**src/rtl/ifetch_stage.sv**
```systemverilog
// ifetch_stage: instruction fetch stage and IF/ID register.
// PC, imem req/ack, redirect resolution, one-entry skid.
//
// Ports:
//   clk, rst_n            clock, synchronous active-low reset
//   imem_req/addr         fetch request and word address
//   imem_ack/rdata        request done, fetched word
//   id_stall              decode hazard stall (IF/ID holds)
//   id_jump_type          00 seq, 01 cond, 10 jump rel, 11 jump reg
//   id_branch_cond        0 BEQZ, 1 BNEZ
//   id_cond_zero          condition operand is zero
//   id_imm                sign-extended offset of ID instr
//   id_reg_target         register target for type 11
//   if_id_valid/instr     IF/ID contents
//   if_id_pc_plus4        address of IF/ID instr + 4
//   op_code, function_o   instr[31:26], instr[5:0]
//   (function_o: "function" is a reserved word)
module ifetch_stage #(
  parameter logic [31:0] RESET_PC  = 32'h0000_0000,
  parameter logic [31:0] NOP_INSTR = 32'h5400_0000
) (
  input  logic        clk,
  input  logic        rst_n,
  output logic        imem_req,
  output logic [31:0] imem_addr,
  input  logic        imem_ack,
  input  logic [31:0] imem_rdata,
  input  logic        id_stall,
  input  logic [1:0]  id_jump_type,
  input  logic        id_branch_cond,
  input  logic        id_cond_zero,
  input  logic [31:0] id_imm,
  input  logic [31:0] id_reg_target,
  output logic        if_id_valid,
  output logic [31:0] if_id_instr,
  output logic [31:0] if_id_pc_plus4,
  output logic [5:0]  op_code,
  output logic [5:0]  function_o
);

  typedef enum logic [1:0] {
    FETCH,
    HELD,
    DISCARD
  } state_e;

  state_e      state_q, state_d;
  logic [31:0] pc_q, pc_d;
  logic [31:0] fa_q, fa_d;
  logic [31:0] sk_instr_q, sk_instr_d;
  logic [31:0] sk_pc4_q, sk_pc4_d;
  logic        valid_q, valid_d;
  logic [31:0] instr_q, instr_d;
  logic [31:0] pc4_q, pc4_d;

  logic        taken;
  logic        redir;
  logic [31:0] tgt_raw;
  logic [31:0] target;
  logic [31:0] pc_inc;

  always_comb begin
    unique case (id_jump_type)
      2'b01:        taken = id_cond_zero ^ id_branch_cond;
      2'b10, 2'b11: taken = 1'b1;
      default:      taken = 1'b0;
    endcase
  end

  // Only a real, non-stalled ID instruction may redirect.
  assign redir   = valid_q & ~id_stall & taken;
  assign tgt_raw = (id_jump_type == 2'b11) ? id_reg_target
                                           : pc4_q + id_imm;
  assign target  = {tgt_raw[31:2], 2'b00};
  assign pc_inc  = pc_q + 32'd4;

  // Gated by rst_n so no request leaks out while reset is held.
  assign imem_req  = rst_n & (state_q != HELD);
  // DISCARD keeps presenting the abandoned address until its ack.
  assign imem_addr = (state_q == DISCARD) ? fa_q : pc_q;

  assign if_id_valid    = valid_q;
  assign if_id_instr    = instr_q;
  assign if_id_pc_plus4 = pc4_q;
  assign op_code        = instr_q[31:26];
  assign function_o     = instr_q[5:0];

  always_comb begin
    state_d    = state_q;
    pc_d       = pc_q;
    fa_d       = fa_q;
    sk_instr_d = sk_instr_q;
    sk_pc4_d   = sk_pc4_q;
    valid_d    = valid_q;
    instr_d    = instr_q;
    pc4_d      = pc4_q;
    unique case (state_q)
      FETCH: begin
        if (imem_ack) begin
          if (redir) begin
            valid_d = 1'b0;
            instr_d = NOP_INSTR;
            pc_d    = target;
          end else if (id_stall) begin
            sk_instr_d = imem_rdata;
            sk_pc4_d   = pc_inc;
            pc_d       = pc_inc;
            state_d    = HELD;
          end else begin
            valid_d = 1'b1;
            instr_d = imem_rdata;
            pc4_d   = pc_inc;
            pc_d    = pc_inc;
          end
        end else if (redir) begin
          valid_d = 1'b0;
          instr_d = NOP_INSTR;
          fa_d    = pc_q;
          pc_d    = target;
          state_d = DISCARD;
        end else if (!id_stall) begin
          valid_d = 1'b0;
          instr_d = NOP_INSTR;
        end
      end
      HELD: begin
        if (!id_stall) begin
          state_d = FETCH;
          if (redir) begin
            valid_d = 1'b0;
            instr_d = NOP_INSTR;
            pc_d    = target;
          end else begin
            valid_d = 1'b1;
            instr_d = sk_instr_q;
            pc4_d   = sk_pc4_q;
          end
        end
      end
      DISCARD: begin
        valid_d = 1'b0;
        instr_d = NOP_INSTR;
        if (imem_ack) state_d = FETCH;
      end
      default: state_d = FETCH;
    endcase
  end

  always_ff @(posedge clk) begin
    if (!rst_n) begin
      state_q    <= FETCH;
      pc_q       <= RESET_PC;
      fa_q       <= RESET_PC;
      sk_instr_q <= NOP_INSTR;
      sk_pc4_q   <= 32'd0;
      valid_q    <= 1'b0;
      instr_q    <= NOP_INSTR;
      pc4_q      <= 32'd0;
    end else begin
      state_q    <= state_d;
      pc_q       <= pc_d;
      fa_q       <= fa_d;
      sk_instr_q <= sk_instr_d;
      sk_pc4_q   <= sk_pc4_d;
      valid_q    <= valid_d;
      instr_q    <= instr_d;
      pc4_q      <= pc4_d;
    end
  end

endmodule
```
**config.mk**
```make
export PLATFORM = sky130hd
export DESIGN_NAME = ifetch_stage
export DESIGN_NICKNAME = d
export VERILOG_FILES = /design/src/rtl/ifetch_stage.sv
export SDC_FILE = /design/constraint.sdc
export NUM_CORES = 1
export LEC_CHECK = 0
export ABC_AREA = 1
export CORE_ASPECT_RATIO = 2
export CORE_MARGIN = 1.5
export CORE_UTILIZATION = 43
export CTS_CLUSTER_SIZE = 12
export DETAILED_ROUTE_END_ITERATION = 16
export GPL_TIMING_DRIVEN = 1
export PLACE_DENSITY = 0.72
export SLEW_MARGIN = 20
export SYNTH_ARGS = -nofsm -noshare
export SYNTH_HDL_FRONTEND = slang
export SYNTH_SLANG_ARGS = --single-unit
```
**constraint.sdc**
```tcl
create_clock -name clk -period 2.4 [get_ports clk]
set_input_delay 0.24 -clock clk [delete_from_list [all_inputs] [get_ports clk]]
set_output_delay 0.24 -clock clk [all_outputs]
set_load 0.01 [all_outputs]
```
# [Yosys cells after proc, flatten, opt, wreduce, memory -nomap -nowiden]
# Index checks and enable logic that the tools add are counted.
[totals] inputBits=104 mem_bits_rw=0 n_memories=0 mem_bits_ro=0 out_inout_bits=110 latchBits=0 regBits=195
[op_classes] mux=37 n_bitwise=7 n_addsub=2 n_eq_ne=16 mul=0 order_cmp=0 n_shift=0 div_mod_pow=0 n_reduce_logical=10
[op_table] operator="two-way mux 32 bit" count=18
[op_table] operator="one-hot mux 32 bit (2 select lines)" count=2
[op_table] operator="one-hot mux 32 bit (3 select lines)" count=1
[op_table] operator="adder 32 x 3 -> 32 bit, second input constant" count=1
[op_table] operator="adder 32 bit" count=1
[op_table] operator="two-way mux 2 bit" count=6
[op_table] operator="!= test 2 bit, second input constant" count=6
[op_table] operator="!= test 3 bit, second input constant" count=4
[op_table] operator="two-way mux 1 bit" count=7
[op_table] operator="== test 2 bit, second input constant" count=3
[op_table] operator="one-hot mux 2 bit (3 select lines)" count=1
[op_table] operator="AND reduction 3 bit" count=2
[op_table] operator="AND reduction 6 bit" count=1
[op_table] operator="AND reduction 5 bit" count=1
[op_table] operator="== test 2 x 1 -> 1 bit, second input constant" count=2
[op_table] operator="AND reduction 4 bit" count=1
[op_table] operator="bitwise AND 1 bit" count=3
[op_table] operator="inverter 1 bit" count=3
[op_table] operator="one-hot mux 1 bit (3 select lines)" count=1
[op_table] operator="nonzero test 3 bit" count=1
[op_table] operator="zero test 2 bit" count=1
[op_table] operator="!= test 2 x 1 -> 1 bit, second input constant" count=1
[op_table] operator="one-hot mux 1 bit (2 select lines)" count=1
[op_table] operator="AND reduction 2 bit" count=1
[op_table] operator="3 further kinds" count=3

# [Longest topological paths before layout]
# Gate-level depths: netlist of run 1.
[depth] ltp_word=7 ltp_mapped=17

# [Worst setup path before layout of run 1]
# OpenSTA, ideal clock, no wires.
[synth_timing] kind="register to register" from="register pc4_q[2], in the netlist if_id_pc_plus4[2]" to="register pc_q[25]" stages_incl_launch_ff=12 synth_period_minus_slack_ps=1791 arrival_ps=1669 slack_ps=609 path_buffers=0 setup_ps=122 required_ps=2278 path_cell_list="dfxtp_1 > ha_1 > a21oi_1 > nand2_2 > a21oi_1 > o21bai_1 > nand2_1 > nand2_1 > nand2_1 > nand2_1 > o21ai_0 > a21oi_1"
[synth_via] elab_chain_cells=5
[synth_lines] element="start: declaration" line="54" text="logic [31:0] pc4_q, pc4_d;"
[synth_lines] element="start signal: assignment" line="167" text="pc4_q <= pc4_d;"
[synth_lines] element="adder 32 bit *" line="73" text=": pc4_q + id_imm;"
[synth_lines] element="two-way mux 32 bit *" line="72" text="assign tgt_raw = (id_jump_type == 2'b11) ? id_reg_target"
[synth_lines] element="two-way mux 32 bit, on equally long branches" line="115, 129, 100"
[synth_lines] element="two-way mux 32 bit, on equally long branches" line="127, 99"
[synth_lines] element="one-hot mux 32 bit (2 select lines) *" line="97" text="unique case (state_q)"
[synth_lines] element="end signal: assignment" line="161" text="pc_q <= pc_d;"
[synth_lines] element="end: declaration" line="48" text="logic [31:0] pc_q, pc_d;"
# Every way passes the cells marked *; elsewhere a longest branch is shown, timed or not. The select of a mux whose other input is x is not followed.
# A chain may end at the register's enable or synchronous reset.

# [Worst setup path in the final report of run 1]
[layout_timing] from="register state_q[0]" to="output imem_addr[17]"
[layout_via] elab_chain_cells=2
[layout_lines] element="start: declaration" line="47" text="state_e state_q, state_d;"
[layout_lines] element="start signal: assignment" line="160" text="state_q <= state_d;"
[layout_lines] element="== test 2 bit" line="80" text="assign imem_addr = (state_q == DISCARD) ? fa_q : pc_q;"
[layout_lines] element="two-way mux 32 bit" line="80"
[layout_lines] element="end: declaration" line="25" text="output logic [31:0] imem_addr,"
# No other way between the ends.

==> qor.txt, run 1 <==
Die footprint - 27400 um^2
Final Hold Fails - 0
CTS Sinks - 195
Req. time, crit path - 2.16 ns
Most common library cells after synthesis - 379 x nand2_1, 231 x o21ai_0, 195 x dfxtp_1, 195 x nor2_1, 188 x a21oi_1
CP arrival - 2.11 ns
GP Congestion - 0.973
Synth top area share - 34.4%
Mapped Area - 11300 um^2
Pleak - 0.00648 uW
Tcrit/Tclk final - 98.0%
Pwr dens - 1080 nW/um^2
DRT Pass-1 Iters - 7
Via density - 5.50
Critical path class - reg2out
Peak fanout along the critical path - 33
Root Buffer - clkbuf_16
Vias in the first global route - 12700
Setup Viol. Count Final - 0
Layout Area Growth over Synthesis - 33.0%
Maximum Capacitance Violations - 0
Rel. slew slack - 52.2%
Hold Path Class - in2reg
Shortest period the worst path allows - 2.35 ns
Count of cell types in the netlist - 42
Post-synth ARST share - 0%
Top cells by area, synth - dfxtp_1 34%, nand2_1 13%, o21ai_0 10%
CTS Buffer Depth - 2
Clock skew - 0.0113 ns
First-pass GRT wire length - 68400 um
Synth area leader - dfxtp_1
Cell Rows - 83
Via count - 12800
Yosys reg bits - 195
Syn. warnings - 0
Worst VDD drop - 0.883 mV
Share of cells above drive strength 1 - 9.63%
Clk Latency, worst-skew pair - 0.46 ns
Setup bufs post-CTS - 0
I/O pin cnt - 214
Post-DP HPWL - 34400 um
CTS Buf Count - 17
Die Height - 233 um
Crit end category - output pin
GRT Util Overall - 32.5%
Top-count cell post-synth - nand2_1
Worst Max-Slew Pin Slew - 0.716 ns
RSZ-0062 raised after global routing - true
Top FF cell, synth - dfxtp_1
Register area share after synthesis - 34.4%
Post-synth EDFFs - 0
Antenna cells - 0
Element type at the critical path start - register
Antenna violations before repair - 0
Pin count of the biggest net entering global routing - 151
H-tree depth - 4
Count of pins over their slew limit - 0
Final Net Count - 2120
Total routed wirelength - 45200 um
Pwr Total - 16300 uW
CTS tree - yes
Net Count, Synth - 1876
Syn avg cell area - 6.52 um^2
Die span in x - 118 um
Clock slew at reported path FFs - 0.07 ns
Core area - 25800 um^2
Hold Buf Count CTS - 0
Port Buffer Count - 211
Fmax - 425 MHz
Status - finished clean
Setup TNS - 0 ns
Antenna Nets Post-Route - 0
Post-Syn Instances - 1738
Grt total ovfl - 0
Drt drc - 0
WL/cell - 19.4 um
Starting Density - 44.0%
Initial drt markers - 1050
## worst max-delay path, stage by stage, from the launching register on
cell,delay (ns)
dfxtp_1,0.35
inv_2,0.07
ha_4,0.20
buf_12,0.17
o21ai_0,0.25
clkdlybuf4s50_1,0.58
## stage by stage
stage                     util (%)  instances  area (um^2)  setup WS (ns)  hold slack (ns)
after floorplan                  -       1738        11300          0.609            0.366
after global placement        56.1       2302        14400         -0.245            0.432
after detailed placement      56.1       2302        14400         -0.248            0.438
after CTS                     58.2       2333        15000       0.000107            0.376
after global routing          58.5       2334        15100        -0.0304            0.409
final                         58.5       2334        15100         0.0472            0.378
## final timing paths
path         cells past startpoint  slack (ns)                from        endpoint
max                              5        0.05          state_q[0]   imem_addr[17]
min                              3        0.38       imem_rdata[1]  if_id_instr[1]
max reg2reg                     13        0.12  if_id_pc_plus4[13]        pc_q[27]
min reg2reg                      2        0.46      sk_instr_q[26]  sk_instr_q[26]
## layer usage
metal  wire length (um)  share of wire, %  vias to the layer above  GRT usage [%]
li1                   -                 -                     6224              -
met1              14500                32                     5908           29.2
met2              23600                52                      515           60.6
met3               1970               4.4                      200           4.17
met4               5160                11                        0           33.1
met5                  0                 0                        -              0
## state kept, by name, indices dropped and copies added, names as in the netlist
signal and cells:
sk_instr_q 32, pc_q 32, fa_q 32, sk_pc4_q 32, if_id_valid 1, if_id_instr 32
if_id_pc_plus4 32, state_q 2
## area by class of cell
| class | count | area [um^2] |
|---|---|---|
| Fill cell | 2601 | 10700 |
| Multi-Input combinational cell | 1281 | 6460 |
| Sequential cell | 195 | 3910 |
| Timing Repair Buffer | 329 | 3140 |
| Inverter | 158 | 596 |
| Clock buffer | 20 | 457 |
| Tap cell | 340 | 425 |
| Clock inverter | 11 | 95.1 |
## what timing repair did
action	in CTS	in global routing
gates resized for setup	10	18
setup endpoints to repair	11	55
gates cloned	0	1
## cell families after synthesis
group | after synthesis | synth area share [%]
AOI/OAI and AO/OA | 510 | 24.0
and+or+nand+nor | 699 | 25.5
DFF | 195 | 34.4
buffers and inverters | 262 | 9.35
adders and majority gates | 34 | 3.75
xor gates and xnor gates | 38 | 2.94
## cells in the final DEF (no fill, tap or decap), drive strengths merged
| master | count |
|---|---|
| nand4 | 8 |
| or2 | 1 |
| a221oi | 1 |
| a21o | 7 |
| a211oi | 1 |
| a31oi | 40 |
| xor2 | 36 |
| buf | 118 |
| o21a | 4 |
| ha | 34 |
| inv | 164 |
| and3 | 1 |
| dfxtp | 195 |
| o211ai | 9 |
| clkbuf | 21 |
| xnor2 | 2 |
| dlygate4sd2 | 4 |
| o21bai | 24 |
| dlymetal6s2s | 1 |
| a22oi | 1 |
| nor2 | 198 |
| nor3 | 18 |
| nand3 | 81 |
| a21oi | 188 |
| nand2 | 385 |
| clkinv | 1 |
| nand3b | 1 |
| clkdlybuf4s50 | 205 |
| clkinvlp | 4 |
| nor4 | 5 |
| nor3b | 1 |
| o21ai | 235 |
## where the power goes
part / leakage (uW) / switching [uW] / internal (uW)
registers: 0.00160 / 827 / 4070
logic: 0.00462 / 4980 / 3630
clock network: 0.000261 / 1370 / 1400
total: 0.00648 / 7180 / 9100
No activity file was read; power rests on OpenSTA's default activity.
==> run 2: changes to the inputs <==
--- a/config.mk
+++ b/config.mk
@@ -6,13 +6,13 @@
 export NUM_CORES = 1
 export LEC_CHECK = 0
 export ABC_AREA = 1
-export CORE_ASPECT_RATIO = 2
 export CORE_MARGIN = 1.5
-export CORE_UTILIZATION = 43
+export CORE_UTILIZATION = 40
 export CTS_CLUSTER_SIZE = 12
 export DETAILED_ROUTE_END_ITERATION = 16
+export GPL_ROUTABILITY_DRIVEN = 0
 export GPL_TIMING_DRIVEN = 1
-export PLACE_DENSITY = 0.72
+export PLACE_DENSITY = 0.68
 export SLEW_MARGIN = 20
 export SYNTH_ARGS = -nofsm -noshare
 export SYNTH_HDL_FRONTEND = slang
==> qor.txt, run 2 (synthesis results as in run 1) <==
Status - finished clean (unchanged)
CTS Buf Count - 17 (unchanged)
Initial drt markers - 1183 (was 1050)
Worst VDD drop - 0.554 mV (was 0.883 mV)
Drt drc - 0 (unchanged)
Final Hold Fails - 0 (unchanged)
Antenna Nets Post-Route - 0 (unchanged)
Peak fanout along the critical path - 33 (unchanged)
Hold Buf Count CTS - 0 (unchanged)
Share of cells above drive strength 1 - 8.92% (was 9.63%)
Total routed wirelength - 38900 um (was 45200 um)
Internal reg-to-reg setup slack - 0.19 ns (was 0.12 ns)
Worst Max-Slew Pin Slew - 0.707 ns (was 0.716 ns)
Finished Cell Area - 15000 um^2 (was 15100 um^2)
Via count - 12600 (was 12800)
Layout fillers - 2727 (was 2601)
Clk Latency, worst-skew pair - 0.45 ns (was 0.46 ns)
Pleak - 0.00645 uW (was 0.00648 uW)
Die Height - 171 um (was 233 um)
Clock skew - 0.0137 ns (was 0.0113 ns)
Critical path class - reg2out (unchanged)
Element type at the critical path start - register (unchanged)
GRT Util Overall - 26.6% (was 32.5%)
Final WS setup - 0.0654 ns (was 0.0472 ns)
# placed instances - 2330 (was 2302)
H-tree depth - 4 (unchanged)
Port Buffer Count - 211 (unchanged)
Hold Path Class - in2reg (unchanged)
Cell Rows - 61 (was 83)
Post-DP HPWL - 28800 um (was 34400 um)
Pin count of the biggest net entering global routing - 151 (unchanged)
First-pass GRT wire length - 61300 um (was 68400 um)
Fmax - 428 MHz (was 425 MHz)
CP arrival - 2.09 ns (was 2.11 ns)
CTS Sinks - 195 (unchanged)
Die span in x - 171 um (was 118 um)
Req. time, crit path - 2.16 ns (about the same)
Via density - 5.33 (was 5.50)
Commonest cells after routing, fill and taps aside - 379 x nand2_1, 219 x o21ai_0, 204 x clkdlybuf4s50_1, 194 x dfxtp_1, 192 x nor2_1 (was 378 x nand2_1, 222 x o21ai_0, 205 x clkdlybuf4s50_1, 192 x dfxtp_1, 191 x nor2_1)
Core area - 27900 um^2 (was 25800 um^2)
Clock slew at reported path FFs - 0.08 ns (was 0.07 ns)
Die footprint - 29400 um^2 (was 27400 um^2)
RSZ-0062 raised after global routing - false (was true)
Tcrit/Tclk final - 97.3% (was 98.0%)
Root Buffer - clkbuf_16 (unchanged)
Vias in the first global route - 11900 (was 12700)
CTS Buffer Depth - 2 (unchanged)
WL/cell - 16.5 um (was 19.4 um)
Rel. slew slack - 52.9% (was 52.2%)
Cell Area, Placed - 14400 um^2 (about the same)
Antenna violations before repair - 0 (unchanged)
I/O pin cnt - 214 (unchanged)
Grt total ovfl - 0 (unchanged)
Crit end category - output pin (unchanged)
Starting Density - 40.7% (was 44.0%)
CTS tree - yes (unchanged)
WHS - 0.362 ns (was 0.378 ns)
Layout Area Growth over Synthesis - 32.6% (was 33.0%)
Pwr dens - 1050 nW/um^2 (was 1080 nW/um^2)
Antenna cells - 0 (unchanged)
Most common cell after layout, fill and taps aside - nand2_1 (unchanged)
Non-filler cells, final - 2363 (was 2334)
Pre-CTS worst setup slack - -0.155 ns (was -0.248 ns)
Count of pins over their slew limit - 0 (unchanged)
Setup Viol. Count Final - 0 (unchanged)
Maximum Capacitance Violations - 0 (unchanged)
Pwr Total - 15700 uW (was 16300 uW)
DRT Pass-1 Iters - 5 (was 7)
Final Net Count - 2110 (was 2120)
Shortest period the worst path allows - 2.33 ns (was 2.35 ns)
## run 2: per-stage QoR
step	util, %	TNS (ns)
2_1_floorplan	-	0
3_3_place_gp	51.6	-0.741
3_5_place_dp	51.6	-0.831
4_1_cts	53.8	-0.0302
5_1_grt	54.0	0
6_report	54.0	0
## run 2: what timing repair did
item,CTS,global route
cloned,0,1
buffers inserted,0,0
endpoints found under the setup margin,8,31
gates resized for setup,9,15
## run 2: worst paths after layout
check,startpoint,to,cells after the start
worst max-delay path,state_q[0],imem_addr[29],5
worst min-delay path,rst_n,sk_instr_q[30],3
worst max register to register,if_id_pc_plus4[11],pc_q[14],10
worst min register to register,sk_instr_q[26],sk_instr_q[26],2
## run 2: worst max-delay path: stages (launching register included)
cell and delay (ns):
dfxtp_1 0.36, inv_2 0.08, ha_4 0.19, clkbuf_16 0.20, o21ai_0 0.24, clkdlybuf4s50_1 0.58
## run 2: per-layer routing
metal | vias up | share of wire, % | track usage, % | wire (um)
li1 | 6212 | - | - | -
met1 | 5776 | 41 | 31.6 | 15800
met2 | 510 | 48 | 45.9 | 18600
met3 | 96 | 7.0 | 5.41 | 2740
met4 | 0 | 4.4 | 12.7 | 1720
met5 | - | 0 | 0 | 0
## run 2: cell type report
| cell class | count | area, um^2 | share of cell area [%] |
|---|---|---|---|
| clock inverter | 15 | 183 | 1.22 |
| tap | 378 | 473 | 3.15 |
| timing repair buffer | 319 | 3020 | 20.1 |
| inverter | 158 | 593 | 3.95 |
| sequential | 195 | 3910 | 26.0 |
| clock buffer | 17 | 425 | 2.83 |
| multi-input combinational | 1281 | 6430 | 42.8 |
## run 2: where the power goes
part           switching [uW]  internal (uW)  total, uW
clock network            1500           1430       2920
registers                 774           4060       4840
logic                    4520           3460       7980
total                    6790           8950      15700
==> run 3: changes to the inputs <==
--- a/config.mk
+++ b/config.mk
@@ -6,13 +6,15 @@
 export NUM_CORES = 1
 export LEC_CHECK = 0
 export ABC_AREA = 1
+export CELL_PAD_IN_SITES_DETAIL_PLACEMENT = 1
+export CELL_PAD_IN_SITES_GLOBAL_PLACEMENT = 1
 export CORE_MARGIN = 1.5
-export CORE_UTILIZATION = 40
+export CORE_UTILIZATION = 37
 export CTS_CLUSTER_SIZE = 12
 export DETAILED_ROUTE_END_ITERATION = 16
 export GPL_ROUTABILITY_DRIVEN = 0
 export GPL_TIMING_DRIVEN = 1
-export PLACE_DENSITY = 0.68
+export PLACE_DENSITY = 0.85
 export SLEW_MARGIN = 20
 export SYNTH_ARGS = -nofsm -noshare
 export SYNTH_HDL_FRONTEND = slang
==> qor.txt, run 3 (synthesis results as in run 1) <==
Pleak - 0.00646 uW (was 0.00645 uW)
CP arrival - 2.10 ns (was 2.09 ns)
Clock skew - 0.0107 ns (was 0.0137 ns)
CTS Buf Count - 17 (unchanged)
Fin util - 50.7% (was 54.0%)
Element type at the critical path start - register (unchanged)
CTS Buffer Depth - 2 (unchanged)
Total routed wirelength - 46800 um (was 38900 um)
Clk Latency, worst-skew pair - 0.45 ns (about the same)
Die footprint - 31700 um^2 (was 29400 um^2)
Critical path class - reg2out (unchanged)
Antenna Nets Post-Route - 0 (unchanged)
Via count - 13100 (was 12600)
I/O pin cnt - 214 (unchanged)
CTS tree - yes (unchanged)
Peak fanout along the critical path - 21 (was 33)
Most common cell after layout, fill and taps aside - nand2_1 (unchanged)
Share of cells above drive strength 1 - 9.29% (was 8.92%)
Worst Max-Slew Pin Slew - 0.601 ns (was 0.707 ns)
Rel. slew slack - 59.5% (was 52.9%)
Setup TNS - 0 ns (unchanged)
Tcrit/Tclk final - 97.7% (was 97.3%)
Commonest cells after routing, fill and taps aside - 379 x nand2_1, 220 x o21ai_0, 208 x clkdlybuf4s50_1, 194 x dfxtp_1, 192 x nor2_1 (was 379 x nand2_1, 219 x o21ai_0, 204 x clkdlybuf4s50_1, 194 x dfxtp_1, 192 x nor2_1)
Layout Area Growth over Synthesis - 33.6% (was 32.6%)
Grt total ovfl - 0 (unchanged)
Port Buffer Count - 211 (unchanged)
Pwr dens - 1090 nW/um^2 (was 1050 nW/um^2)
Met3 Track Usage GR - 5.01% (was 5.41%)
Antenna cells - 0 (unchanged)
Met2 usage - 53.1% (was 45.9%)
Internal reg-to-reg setup slack - 0.07 ns (was 0.19 ns)
Non-filler cells, final - 2381 (was 2363)
Core area - 29900 um^2 (was 27900 um^2)
Final Net Count - 2116 (was 2110)
Vias in the first global route - 13900 (was 11900)
Hold Path Class - in2reg (unchanged)
Drt drc - 0 (unchanged)
Shortest period the worst path allows - 2.34 ns (was 2.33 ns)
Cell Rows - 63 (was 61)
GR peak layer - met2 (unchanged)
RSZ-0062 raised after global routing - true (was false)
Initial drt markers - 1042 (was 1183)
DRT Pass-1 Iters - 5 (unchanged)
Worst VDD drop - 0.668 mV (was 0.554 mV)
Starting Density - 37.9% (was 40.7%)
Antenna violations before repair - 0 (unchanged)
Die Height - 178 um (was 171 um)
Die span in x - 178 um (was 171 um)
# placed instances - 2347 (was 2330)
Clock slew at reported path FFs - 0.08 ns (about the same)
Post-DP HPWL - 34600 um (was 28800 um)
Via density - 5.52 (was 5.33)
Setup Viol. Count Final - 0 (unchanged)
Root Buffer - clkbuf_16 (unchanged)
Req. time, crit path - 2.16 ns (about the same)
Met1 Use GR - 33.2% (was 31.6%)
WL/cell - 19.7 um (was 16.5 um)
Pin count of the biggest net entering global routing - 108 (was 151)
GRT Util Overall - 29.8% (was 26.6%)
First-pass GRT wire length - 73300 um (was 61300 um)
Status - finished clean (unchanged)
Fmax - 427 MHz (was 428 MHz)
Crit end category - output pin (unchanged)
H-tree depth - 4 (unchanged)
Count of pins over their slew limit - 0 (unchanged)
Maximum Capacitance Violations - 0 (unchanged)
Final Hold Fails - 0 (unchanged)
CTS Sinks - 195 (unchanged)
==> run 3: cell types whose count changed in the layout (fill, tap and decap cells not counted), sizes merged <==
cell | previous run | this run
clkinvlp | 0 | 4
dlygate4sd2 | 5 | 1
clkdlybuf4s50 | 204 | 208
bufinv | 0 | 3
buf | 108 | 114
inv | 166 | 161
clkinv | 7 | 5
==> run 3: routing by layer <==
layer  share of wire [%]  wire (um)  vias to the layer above
li1                    -          -                     6214
met1                  40      18800                     6379
met2                  49      23000                      430
met3                 5.0       2340                      125
met4                 5.9       2750                        0
met5                   0          0                        -
==> run 3: cell type report <==
| type | count | area, um^2 |
|---|---|---|
| multi-input combinational | 1281 | 6430 |
| inverter | 158 | 603 |
| timing repair buffer | 325 | 3080 |
| tap | 390 | 488 |
| fill | 3878 | 14700 |
| clock buffer | 17 | 425 |
| clock inverter | 15 | 218 |
| sequential | 195 | 3910 |
==> run 3: worst paths after layout <==
path / startpoint / to / depth (start not counted)
setup reg to reg: pc_q[2] / pc_q[25] / 8
setup / recovery: state_q[0] / imem_addr[15] / 5
hold / removal: rst_n / sk_instr_q[28] / 2
hold reg to reg: sk_instr_q[28] / sk_instr_q[28] / 2
==> run 3: metrics by stage <==
step / area (um^2) / hold WS, ns / worst slack (ns) / total power [uW]
after floorplan: 11300 / 0.366 / 0.609 / 9040
after global placement: 14400 / 0.438 / -0.242 / 12800
after detailed placement: 14400 / 0.443 / -0.246 / 13200
after CTS: 15100 / 0.220 / 0.000751 / 16400
after global routing: 15100 / 0.259 / -0.00561 / 17600
final: 15100 / 0.235 / 0.0564 / 16600
==> run 3: repair_timing <==
| action | CTS | global route |
|---|---|---|
| endpoints found under the setup margin | 32 | 31 |
| buffers inserted | 0 | 1 |
| pin swaps | 0 | 1 |
| hold buffers | 0 | 0 |
| cloned | 0 | 1 |
| gates resized for setup | 10 | 15 |
==> run 3: critical path, stage by stage, from the launching register on <==
cell             delay, ns
dfxtp_1               0.37
inv_2                 0.09
ha_4                  0.21
clkbuf_16             0.19
o21ai_0               0.21
clkdlybuf4s50_1       0.57
==> run 3: where the power goes <==
part,switching [uW],internal [uW]
registers,814,4060
clock network,1490,1700
logic,4920,3560
total,7220,9330
